`src/rtl/fifo_pkg.sv`:
```
// fifo_pkg: shared FIFO word width and output-buffer depth
package fifo_pkg;
  localparam int DATA_WIDTH = 8;
  localparam int SKID_DEPTH = 2;
endpackage

```
`src/rtl/fifo_skid_buf.sv`:
```
// fifo_skid_buf: 2-entry circular output buffer with head/tail pointers and count
module fifo_skid_buf
  import fifo_pkg::*;
#(
  parameter int W = DATA_WIDTH
) (
  input  logic         clk,
  input  logic         reset_n,
  input  logic         clr,
  input  logic         push,
  input  logic         pop,
  input  logic [W-1:0] din,
  output logic [W-1:0] dout,
  output logic [1:0]   cnt
);
  logic [W-1:0] mem_q [SKID_DEPTH];
  logic [W-1:0] mem_d [SKID_DEPTH];
  logic         head_q, head_d, tail_q, tail_d;
  logic [1:0]   cnt_q, cnt_d;
  always_comb begin
    mem_d = mem_q;
    if (push) mem_d[tail_q] = din;
    head_d = clr ? 1'b0 : head_q ^ pop;
    tail_d = clr ? 1'b0 : tail_q ^ push;
    cnt_d  = clr ? 2'd0 : cnt_q + 2'(push) - 2'(pop);
  end
  always_ff @(posedge clk) begin
    if (!reset_n) begin
      mem_q  <= '{default: '0};
      head_q <= 1'b0;
      tail_q <= 1'b0;
      cnt_q  <= 2'd0;
    end else begin
      mem_q  <= mem_d;
      head_q <= head_d;
      tail_q <= tail_d;
      cnt_q  <= cnt_d;
    end
  end
  assign dout = mem_q[head_q];
  assign cnt  = cnt_q;
endmodule

```
`src/rtl/fifo_rd_stream.sv`:
```
// fifo_rd_stream: drains the FIFO read port into a valid/ready stream through a 2-entry buffer
module fifo_rd_stream #(
  parameter int DATA_WIDTH = fifo_pkg::DATA_WIDTH
) (
  input  logic                  clk,
  input  logic                  reset_n,
  input  logic                  fifo_empty,
  output logic                  fifo_rd,
  input  logic [DATA_WIDTH-1:0] fifo_rdata,
  input  logic                  flush,
  output logic                  m_valid,
  input  logic                  m_ready,
  output logic [DATA_WIDTH-1:0] m_data,
  output logic [1:0]            level
);
  logic       inflight_q, inflight_d, pop, capture;
  logic [1:0] occ;
  always_comb begin
    pop        = m_valid & m_ready;
    occ        = level + 2'(inflight_q);
    fifo_rd    = ~fifo_empty & ~flush & reset_n & ((occ - 2'(pop)) < 2'(fifo_pkg::SKID_DEPTH));
    capture    = inflight_q & ~flush;
    inflight_d = fifo_rd;
  end
  always_ff @(posedge clk) begin
    if (!reset_n) inflight_q <= 1'b0;
    else          inflight_q <= inflight_d;
  end
  fifo_skid_buf #(.W(DATA_WIDTH)) u_buf (
    .clk     (clk),
    .reset_n (reset_n),
    .clr     (flush),
    .push    (capture),
    .pop     (pop),
    .din     (fifo_rdata),
    .dout    (m_data),
    .cnt     (level)
  );
  assign m_valid = level != 2'd0;
endmodule

```
`config.mk`:
```
export PLATFORM = sky130hd
export DESIGN_NAME = fifo_rd_stream
export DESIGN_NICKNAME = d
export VERILOG_FILES = /design/src/rtl/fifo_pkg.sv /design/src/rtl/fifo_skid_buf.sv /design/src/rtl/fifo_rd_stream.sv
export SDC_FILE = /design/constraint.sdc
export NUM_CORES = 1
export LEC_CHECK = 0
export ABC_AREA = 1
export CAP_MARGIN = 20
export CORE_UTILIZATION = 50
export DETAILED_ROUTE_END_ITERATION = 12
export DONT_BUFFER_PORTS = 1
export PLACE_DENSITY = 0.69
export RECOVER_POWER = 50
export SLEW_MARGIN = 10
export SYNTH_ARGS = -nofsm -noshare
export SYNTH_HDL_FRONTEND = slang
export SYNTH_SLANG_ARGS = --single-unit
```
`constraint.sdc`:
```
create_clock -name clk -period 1.85 [get_ports clk]
set_clock_uncertainty 0.1 [all_clocks]
set_input_delay 0.555 -clock clk [delete_from_list [all_inputs] [get_ports clk]]
set_output_delay 0.555 -clock clk [all_outputs]
set_load 0.05 [all_outputs]
```
==> results of run 1 <==
[sequential cells by signal (all words and copies together), names as in the netlist]
name and cells:
u_buf.mem_q 16, u_buf.cnt 2, u_buf.head_q 1, inflight_q 1, u_buf.tail_q 1
[cell usage in the layout (no fill, tap or decap), drive strengths merged]
cell	instances
a21oi	10
buf	14
clkbuf	6
dfxtp	21
ha	4
inv	20
nand2	17
nand3	3
nor2	28
o21ai	24
[area by class of cell]
| type | count | area [µm²] | area share |
|---|---|---|---|
| multi-input cells | 86 | 498 | 0.382 |
| flip-flops and latches | 21 | 427 | 0.328 |
| repair buffers | 16 | 245 | 0.188 |
| inverters | 20 | 75.1 | 0.0576 |
| well taps | 25 | 31.3 | 0.0240 |
| clock buffers | 4 | 26.3 | 0.0202 |
[Yosys cell counts]
cell type  instances
nor2_2             1
nand3_1            3
ha_1               4
dfxtp_1           21
a21oi_1           10
buf_2              2
buf_6              2
nand2_2            1
nor2_1            27
inv_1             20
o21ai_1            3
nand2_1           16
o21ai_0           21
[stage by stage]
step | setup WS (ns) | instances | instance area (µm²) | util | hold WS (ns)
after floorplan | -0.337 | 131 | 955 | - | 0.324
after global placement | -0.302 | 165 | 1150 | 0.659 | 0.340
after detailed placement | -0.331 | 165 | 1150 | 0.659 | 0.351
after CTS | -0.423 | 170 | 1220 | 0.697 | 0.270
after global routing | -0.560 | 172 | 1300 | 0.746 | 0.269
final | -0.451 | 172 | 1300 | 0.746 | 0.279
[what timing repair did]
item	CTS	global route
endpoints found under the hold margin	0	0
buffers inserted	1	2
setup endpoints to repair	10	8
pin swaps	2	4
resized for setup	8	13
[routing by layer]
layer / vias to the layer above / track usage / wire [µm]
met4: 0 / 0.0364 / 26
met5: - / 0 / 0
met1: 401 / 0.283 / 854
met2: 20 / 0.333 / 1060
met3: 4 / 0.0720 / 93
li1: 443 / - / -
[how the worst min path moves through the flow]
stage | from | endpoint | slack, ns | depth (start not counted)
finish | reset_n | u_buf.mem_q[5] | 0.28 | 2
global route | reset_n | u_buf.mem_q[15] | 0.27 | 2
CTS | reset_n | u_buf.mem_q[5] | 0.27 | 2
detailed placement | u_buf.mem_q[8] | u_buf.mem_q[8] | 0.35 | 2
global placement | u_buf.mem_q[8] | u_buf.mem_q[8] | 0.34 | 2
floorplan | u_buf.mem_q[8] | u_buf.mem_q[8] | 0.32 | 2
[cells by family after synthesis]
kind of cell,Yosys count
buffers and inverters,24
AO/OA/AOI/OAI,34
adder cells (fa/ha/maj),4
flip-flops,21
AND/OR/NAND/NOR,48
[power by group through the flow]
stage | clock (W) | combinational (W) | sequential, W
floorplan | 0 | 0.0000640 | 0.000475
global placement | 0 | 0.0000970 | 0.000474
detailed placement | 0 | 0.0000992 | 0.000475
CTS | 0.000220 | 0.000102 | 0.000463
global route | 0.000239 | 0.000119 | 0.000463
finish | 0.000216 | 0.000110 | 0.000462
[critical path: stages (launching register included)]
cell and delay, ns:
dfxtp_2 0.36, nor2_1 0.05, nor2_1 0.13, ha_1 0.27
nor2_2 0.17, nand3_2 0.10, nand2_2 0.10, nor2_4 0.04
buf_12 0.14
==> metrics.md, run 1 <==
| Metric | Value |
|---|---|
| CP required | `roughly 1.2 ns` |
| Port Buf Inserts | `0` |
| Slew Limit Fails | `0` |
| CP Class | `reg2out` |
| Post-Syn Area | `937 µm²` |
| DR vias | `868` |
| Initial antenna violation count | `0` |
| Clock group share of total power | `0.274` |
| Sequential power share | `0.587` |
| Boundary Pins | `25` |
| Area growth syn-to-layout | `39.0%` |
| Rows | `15` |
| ANT nets after route | `0` |
| First-pass GRT wire length | `3.15 mm` |
| Layout cell share with drive strength beyond 1 | `0.245` |
| Max-Slew Margin vs Limit | `0.700` |
| Total gr overflow | `0` |
| Tmin final | `2.30 ns` |
| Filler cell count | `144` |
| GRT Overall Usage | `0.211` |
| DR iter-0 viols | `19` |
| Worst VDD drop | `0.000565 V` |
| FF-to-FF Start | `inflight_q` |
| Total chip power | `0.000788 W` |
| Clock sink total | `21` |
| Worst Hold Class | `in2reg` |
| CP endpoint kind | `primary output` |
| Main combinational cell family by area after synthesis | `simple AND/OR/NAND/NOR gates` |
| ANT cells | `0` |
| CP max FO | `3` |
| Fin Setup TNS | `-0.451 ns` |
| Synth Area in Adders | `0.0534` |
| Yosys reg bits | `21` |
| CP endpoint | `fifo_rd` |
| Clock Tree Buf Depth | `2` |
| Max-cap viol count | `0` |
| Power Dens Cells | `roughly 600 nW/µm²` |
| Largest net degree at the start of global routing | `19` |
| Post-Syn Nets | `148` |
| Yosys cell types | `13` |
| Syn Inst Count | `between 100 and 150` |
| Vias in the first global route | `766` |
| Simple-Gate Fraction of Synth Area | `0.202` |
| CTS tree | `built` |
| Top-area cell type share of the netlist area | `0.449` |
| Routed WL per cell | `approximately 12 µm` |
| Fin. Hold Viols | `0` |
| Final worst path period share | `1.24` |
| Die ar. | `2050 µm²` |
| Post-synthesis mux area share | `0` |
| RD Place Congestion | `0.769` |
| Hpwl dp | `1.32 mm` |
| Outcome | `complete, but fails checks` |
| Slew at the pin closest to its max-slew limit | `0.450 ns` |
| Seq/Total Area, Yosys | `0.449` |
| Switch share | `0.253` |
| Chip Width | `roughly 45 µm` |
| R2R Setup Slk | `0.38 ns` |
| Synth area leaders | `dfxtp_1 45%, o21ai_0 11%, nor2_1 11%, inv_1 8.0%, nand2_1 6.4%` |
| Net Sw Power | `0.000199 W` |
| Reg2Reg Depth | `7` |
| Worst setup margin | `-0.451 ns` |
| Max Fclk | `435 MHz` |
| Cts hold-fix bufs | `0` |
| Worst-Skew Late Latency | `about 0.30 ns` |
| Synthesized area per cell | `7.15 µm²` |
| Clk root buf | `clkbuf_4` |
| DRC Markers | `0` |
| Synth area leader | `dfxtp_1` |
| Static Leak | `about 0.54 nW` |
| # H-tree levels | `1` |
| Final setup vio count | `1` |
| Drt first pass iters | `4` |
| Post-synthesis compound-gate area fraction | `0.182` |
| RSZ-0062 raised after global routing | `yes` |
| Critical path startpoint | `u_buf.cnt[0]` |
| CTS buffer count | `3` |
| Combinational fraction of design power | `0.139` |
| DIE HEIGHT | `45.3 µm` |
| Critical Path AT | `1.65 ns` |
| Effective utilization at floorplan | `0.537` |
| Layout Nets | `165` |
| Post-Synth XOR/XNOR Area | `0` |
| YS warnings | `0` |
| Failing checks | `setup timing` |
| CP Launch Type | `flop` |
| Core footprint | `1750 µm²` |
| Final wirelength | `a little over 2 mm` |
| R2R Path End | `u_buf.mem_q[3]` |
| Vias per cell | `5.05` |
| Clk pin slew, worst setup/hold paths | `0.11 ns` |
| Pint | `0.000589 W` |
(Power assumes the default switching activity.)
==> run 2: changes to the inputs <==
--- a/config.mk
+++ b/config.mk
@@ -10,8 +10,9 @@
 export CORE_UTILIZATION = 50
 export DETAILED_ROUTE_END_ITERATION = 12
 export DONT_BUFFER_PORTS = 1
-export PLACE_DENSITY = 0.69
+export PLACE_DENSITY_LB_ADDON = 0.15
 export RECOVER_POWER = 50
+export REMOVE_ABC_BUFFERS = 1
 export SLEW_MARGIN = 10
 export SYNTH_ARGS = -nofsm -noshare
 export SYNTH_HDL_FRONTEND = slang
==> run 2 against run 1 <==
The flow still finishes with violations (setup timing). Critical path depth is the same. Final cell count grew 1.7%. Flip-flop and latch count is the same. Combinational power shrank 13%. Sequential share of layout area grew 2.2 points. Routed wire length grew 0.34%. Non-clock buffer count grew 3. Die area is the same. Critical endpoint unchanged. Highest routed layer unchanged.
==> metrics.md, run 2 (synthesis results as in run 1) <==
| Metric | Value |
|---|---|
| Final setup vio count | `2 (+1)` |
| Vias in the first global route | `686 (-10%)` |
| Layout cell share with drive strength beyond 1 | `0.280 (+0.0351)` |
| Clock Tree Buf Depth | `2 (unchanged)` |
| Max-cap viol count | `0 (unchanged)` |
| Final wirelength | `2.04 mm (+0.34%)` |
| Slew Limit Fails | `0 (unchanged)` |
| CP max FO | `2 (-1)` |
| Rows | `15 (unchanged)` |
| Worst Hold Class | `in2reg` |
| Multi-input gate area | `468 µm² (-6.0%)` |
| Chip Width | `45.3 µm (unchanged)` |
| Max-Slew Margin vs Limit | `0.703 (+0.00334)` |
| Static Leak | `0.529 nW (-2.0%)` |
| Hpwl dp | `1.29 mm (-2.0%)` |
| Tmin final | `2.24 ns (-0.0639 ns)` |
| Critical Path AT | `1.58 ns (-0.07 ns)` |
| Final worst path period share | `1.21 (-0.0345)` |
| CP endpoint kind | `primary output` |
| Outcome | `complete, but fails checks` |
| Sequential Area | `424 µm² (-0.59%)` |
| DRC Markers | `0 (unchanged)` |
| DR vias | `882 (+1.6%)` |
| Clock sink total | `21 (unchanged)` |
| CP Launch Type | `flop` |
| Max Fclk | `447 MHz (+2.9%)` |
| Vias per cell | `5.04 (-0.13%)` |
| Boundary Pins | `25 (unchanged)` |
| Layout Nets | `168 (+1.8%)` |
| Die ar. | `2050 µm² (unchanged)` |
| First-pass GRT wire length | `2.86 mm (-9.4%)` |
| Initial antenna violation count | `0 (unchanged)` |
| RD Place Congestion | `0.685 (-11%)` |
| Register bank with the most flops | `u_buf.mem_q` |
| Core footprint | `1750 µm² (unchanged)` |
| RSZ-0062 raised after global routing | `yes` |
| CTS tree | `built` |
| Routed WL per cell | `11.6 µm (-1.4%)` |
| Worst VDD drop | `0.000481 V (-15%)` |
| Port Buf Inserts | `0 (unchanged)` |
| CTS buffer count | `3 (unchanged)` |
| Cts hold-fix bufs | `0 (unchanged)` |
| Drt first pass iters | `4 (unchanged)` |
| Most frequent cells in the layout | `23 x nor2_1, 19 x inv_1, 18 x dfxtp_1` |
| Total gr overflow | `0 (unchanged)` |
| Largest register FFs | `16 (unchanged)` |
| Clk root buf | `clkbuf_4` |
| ANT nets after route | `0 (unchanged)` |
| Failing checks | `setup timing` |
| CP Class | `reg2out` |
| Power Dens Cells | `644 nW/µm² (+6.5%)` |
| Largest net degree at the start of global routing | `18 (-1)` |
| Worst setup margin | `-0.387 ns (+0.0639 ns)` |
| Slew at the pin closest to its max-slew limit | `0.445 ns (-0.00500 ns)` |
| DP Cell Count | `169 (+2.4%)` |
| Most common cell after layout, fill and taps aside | `nor2_1` |
| Filler cell count | `146 (+1.4%)` |
| Fin. Hold Viols | `0 (unchanged)` |
| Non-Filler Instances | `175 (+1.7%)` |
| Total chip power | `0.000783 W (-0.68%)` |
| Clk pin slew, worst setup/hold paths | `0.11 ns (about the same)` |
| ANT cells | `0 (unchanged)` |
| Effective utilization at floorplan | `0.537 (unchanged)` |
| DR iter-0 viols | `15 (-4)` |
| CP required | `1.19 ns (about the same)` |
| DIE HEIGHT | `45.3 µm (unchanged)` |
| Area growth syn-to-layout | `29.6%` |
| GRT Overall Usage | `0.196 (-0.0151)` |
| # H-tree levels | `1 (unchanged)` |
| Worst-Skew Late Latency | `0.31 ns (about the same)` |
## run 2: changes by cell type in the layout (fill, tap and decap cells not counted), sizes merged
cell and change:
buf +5, clkbuf -2
## run 2: worst max-delay path: stages, from the launching register on
cell and delay [ns]:
dfxtp_2 0.35, nor2_2 0.14, nor2_2 0.07, ha_4 0.28
nor2_4 0.04, nand3_2 0.06, nand2_2 0.05, nor2_2 0.11
buf_6 0.16
## run 2: through the flow
stage                util  hold slack [ns]  setup TNS, ns  worst slack (ns)  instance area, µm²
floorplan               -            0.324          -3.65            -0.771                 905
global placement    0.616            0.341         -0.282            -0.282                1080
detailed placement  0.616            0.351         -0.326            -0.326                1080
CTS                 0.642            0.263         -0.429            -0.429                1120
global route        0.696            0.264         -0.645            -0.487                1210
finish              0.696            0.268         -0.435            -0.387                1210
## run 2: cell type report
| cell class | count | share of cell area |
|---|---|---|
| multi-input cells | 86 | 0.385 |
| well taps | 25 | 0.0257 |
| clock buffers | 4 | 0.0216 |
| inverters | 20 | 0.0618 |
| repair buffers | 19 | 0.157 |
| flip-flops and latches | 21 | 0.349 |
## run 2: path summary, 6_finish.rpt
check,slack [ns],start,depth (start not counted),endpoint
max,-0.39,u_buf.cnt[1],8,fifo_rd
min,0.27,reset_n,2,u_buf.mem_q[5]
max reg2reg,0.35,inflight_q,6,u_buf.mem_q[8]
min reg2reg,0.36,u_buf.mem_q[9],2,u_buf.mem_q[9]
## run 2: power breakdown
part	total (W)	internal [W]	switching [W]	leakage, nW
registers	0.000464	0.000461	0.00000307	0.171
logic	0.0000953	0.0000341	0.0000613	0.343
clock network	0.000223	0.0000843	0.000139	0.0150
## run 2: layer usage
layer / part of all wire / vias up / routed length (µm) / track usage
li1: - / 456 / - / -
met1: 0.43 / 398 / 884 / 0.255
met4: 0.019 / 0 / 38 / 0.109
met3: 0.049 / 5 / 100 / 0.0320
met2: 0.50 / 23 / 1010 / 0.307
met5: 0 / - / 0 / 0
## run 2: repair_timing
| item | in CTS | in global routing |
|---|---|---|
| buffers inserted | 1 | 0 |
| endpoints found under the setup margin | 2 | 9 |
| gates cloned | 0 | 1 |
| pin swaps | 2 | 5 |
| gates resized for setup | 4 | 26 |
==> run 3: changes to the inputs <==
--- a/config.mk
+++ b/config.mk
@@ -5,7 +5,6 @@
 export SDC_FILE = /design/constraint.sdc
 export NUM_CORES = 1
 export LEC_CHECK = 0
-export ABC_AREA = 1
 export CAP_MARGIN = 20
 export CORE_UTILIZATION = 50
 export DETAILED_ROUTE_END_ITERATION = 12
==> run 3 against run 2 <==
The flow still finishes with violations (setup timing). Fmax decreased by 7.3%. Largest cell class unchanged. Register-to-register slack lost 0.05 ns. Core utilization fell by 1.4 points.
==> metrics.md, run 3 <==
| Metric | Value |
|---|---|
| Hpwl dp | `1.23 mm (-4.7%)` |
| Worst hold path startpoint | `fifo_empty` |
| CP max FO | `3 (+1)` |
| Yosys reg bits | `21 (unchanged)` |
| CP required | `1.19 ns (about the same)` |
| Most common cell after layout, fill and taps aside | `dfxtp_1` |
| Drt first pass iters | `2 (-2)` |
| DRC Markers | `0 (unchanged)` |
| Critical Path AT | `1.76 ns (+0.18 ns)` |
| Outcome | `complete, but fails checks` |
| Port Buf Inserts | `0 (unchanged)` |
| Max-cap viol count | `0 (unchanged)` |
| Static Leak | `0.460 nW (-13%)` |
| Largest register FFs | `16 (unchanged)` |
| Slew Limit Fails | `0 (unchanged)` |
| FF-to-FF Start | `inflight_q` |
| Most frequent cells in the layout | `18 x dfxtp_1, 17 x nor2b_1, 16 x mux2i_1` |
| Worst-Skew Late Latency | `0.29 ns (-0.02 ns)` |
| Final worst path period share | `1.30 (+0.0953)` |
| Worst VDD drop | `0.000472 V (-1.9%)` |
| WHS | `0.229 ns (-0.0387 ns)` |
| Worst setup margin | `-0.563 ns (-0.176 ns)` |
| Fin. Hold Viols | `0 (unchanged)` |
| ANT cells | `0 (unchanged)` |
| CTS buffer count | `3 (unchanged)` |
| Max Fclk | `414 MHz (-7.3%)` |
| CTS tree | `built` |
| Async S/R FF share, synth | `0 (unchanged)` |
| DP Cell Count | `121 (-28%)` |
| RD Place Congestion | `0.650 (-5.1%)` |
| Non-Filler Instances | `127 (-27%)` |
| Total chip power | `0.000751 W (-4.1%)` |
| Chip Width | `45.7 µm (+0.95%)` |
| EDFF count, synth | `0 (unchanged)` |
| Post-Syn Area | `956 µm² (+2.0%)` |
| Layout cell share with drive strength beyond 1 | `0.343 (+0.0631)` |
| Clock sink total | `21 (unchanged)` |
| Final setup vio count | `1 (-1)` |
| Clk root buf | `clkbuf_4` |
| DIE HEIGHT | `45.7 µm (+0.95%)` |
| Seq/Total Area, Yosys | `0.440 (-0.00881)` |
| CP Class | `reg2out` |
| Effective utilization at floorplan | `0.542 (+0.00493)` |
| Layout Nets | `120 (-29%)` |
| Top-area cell type share of the netlist area | `0.440 (-0.00881)` |
| Commonest cells in the netlist | `21 x dfxtp_1, 17 x nor2b_1, 16 x mux2i_1` |
| Largest net degree at the start of global routing | `18 (unchanged)` |
| Clk pin slew, worst setup/hold paths | `0.11 ns (about the same)` |
| Synth area leader | `dfxtp_1` |
| Vias in the first global route | `642 (-6.4%)` |
| Synthesized area per cell | `10.9 µm² (+52%)` |
| Most frequent cell after synthesis | `dfxtp_1` |
| Placed cell areas | `1060 µm² (-1.6%)` |
| Vias per cell | `4.95 (-1.7%)` |
| Final wirelength | `1.81 mm (-11%)` |
| CP endpoint kind | `primary output` |
| RSZ-0062 raised after global routing | `yes` |
| First-pass GRT wire length | `2.63 mm (-8.0%)` |
| Worst Hold Class | `in2reg` |
| Synth area leaders | `dfxtp_1 44%, mux2i_1 17%, nor2b_1 11%, mux2_2 9.4%, ha_1 5.2%` |
| Critical path startpoint | `u_buf.cnt[0]` |
| Initial antenna violation count | `0 (unchanged)` |
| GRT Overall Usage | `0.178 (-0.0175)` |
| Total gr overflow | `0 (unchanged)` |
| Tmin final | `2.41 ns (+0.176 ns)` |
| DR vias | `629 (-29%)` |
| CP Launch Type | `flop` |
| Routed WL per cell | `14.2 µm (+22%)` |
| Failing checks | `setup timing` |
| Die ar. | `2090 µm² (+1.9%)` |
| Slew at the pin closest to its max-slew limit | `0.222 ns (-0.223 ns)` |
| Rows | `15 (unchanged)` |
| Boundary Pins | `25 (unchanged)` |
| Register bank with the most flops | `u_buf.mem_q` |
| ANT nets after route | `0 (unchanged)` |
| Yosys cell types | `15 (+2)` |
| # H-tree levels | `1 (unchanged)` |
| Syn Inst Count | `88 (-33%)` |
| Max-Slew Margin vs Limit | `0.852 (+0.149)` |
| Power Dens Cells | `624 nW/µm² (-3.1%)` |
| Post-route cell area | `1200 µm² (-1.0%)` |
| Clock Tree Buf Depth | `2 (unchanged)` |
| Top_reg_cell synth | `dfxtp_1` |
| Area growth syn-to-layout | `25.8%` |
| Post-place setup slack | `-0.452 ns (-0.126 ns)` |
| Core footprint | `1760 µm² (+1.1%)` |
| YS warnings | `0 (unchanged)` |
| DR iter-0 viols | `4 (-11)` |
run 3: changes by cell type in the layout (fill, tap and decap cells not counted), sizes merged, moves of 5 or more:
cell,previous run,this run
a21oi,10,0
mux2,0,8
nand2,17,0
nor2,28,4
o21ai,24,0
nor2b,0,17
buf,19,14
inv,20,4
mux2i,0,16
run 3: timing repair:
| action | CTS | global route |
|---|---|---|
| hold buffers | 0 | 0 |
| resized for setup | 16 | 5 |
| pin swaps | 2 | 2 |
| buffers inserted | 0 | 2 |
| setup endpoints to repair | 10 | 10 |
run 3: area by class of cell:
class	count	area (µm²)
Timing Repair Buffer	14	116
Multi-Input combinational cell	59	589
Fill cell	158	562
Tap cell	25	31.3
Clock buffer	4	26.3
Inverter	4	15.0
Sequential cell	21	424
run 3: cells by family (layout without fill, tap and decap cells):
| logic type | Yosys count | count (layout) | share of synthesized area |
|---|---|---|---|
| muxes | 24 | 24 | 0.262 |
| DFF | 21 | 21 | 0.440 |
| xor gates and xnor gates | 4 | 4 | 0.0445 |
| AOI/OAI and AO/OA | 1 | 1 | 0.00916 |
| buffers and inverters | 8 | 22 | 0.0353 |
| adders and majority gates | 4 | 4 | 0.0524 |
| and+or+nand+nor | 26 | 26 | 0.157 |
run 3: worst paths after layout:
path | endpoint | slack (ns) | cells after the start
max | fifo_rd | -0.56 | 6
min | inflight_q | 0.23 | 1
max reg2reg | u_buf.mem_q[4] | 0.30 | 5
min reg2reg | u_buf.mem_q[7] | 0.43 | 2
run 3: per-stage QoR:
step | TNS [ns] | util
2_1_floorplan | -1.30 | -
3_3_place_gp | -0.422 | 0.600
3_5_place_dp | -0.452 | 0.600
4_1_cts | -0.615 | 0.655
5_1_grt | -0.807 | 0.682
6_report | -0.563 | 0.682
run 3: where the power goes:
| group | total [W] | internal [W] | switching [W] | leakage, nW |
|---|---|---|---|---|
| Clock | 0.000216 | 0.0000839 | 0.000132 | 0.0150 |
| Sequential | 0.000462 | 0.000458 | 0.00000378 | 0.171 |
| Combinational | 0.0000731 | 0.0000331 | 0.0000400 | 0.273 |
| Total | 0.000751 | 0.000575 | 0.000175 | 0.460 |
run 3: routing by layer:
layer	global-route usage	share of wire
met1	0.210	0.41
met5	0	0
met4	0.0706	0.0033
met2	0.320	0.55
met3	0.0278	0.035
run 3: critical path, cell delays in order (launching register included):
cell	delay (ns)
dfxtp_2	0.35
o21a_2	0.24
ha_4	0.22
nand2b_4	0.16
xnor2_4	0.13
nor3_2	0.18
buf_6	0.18
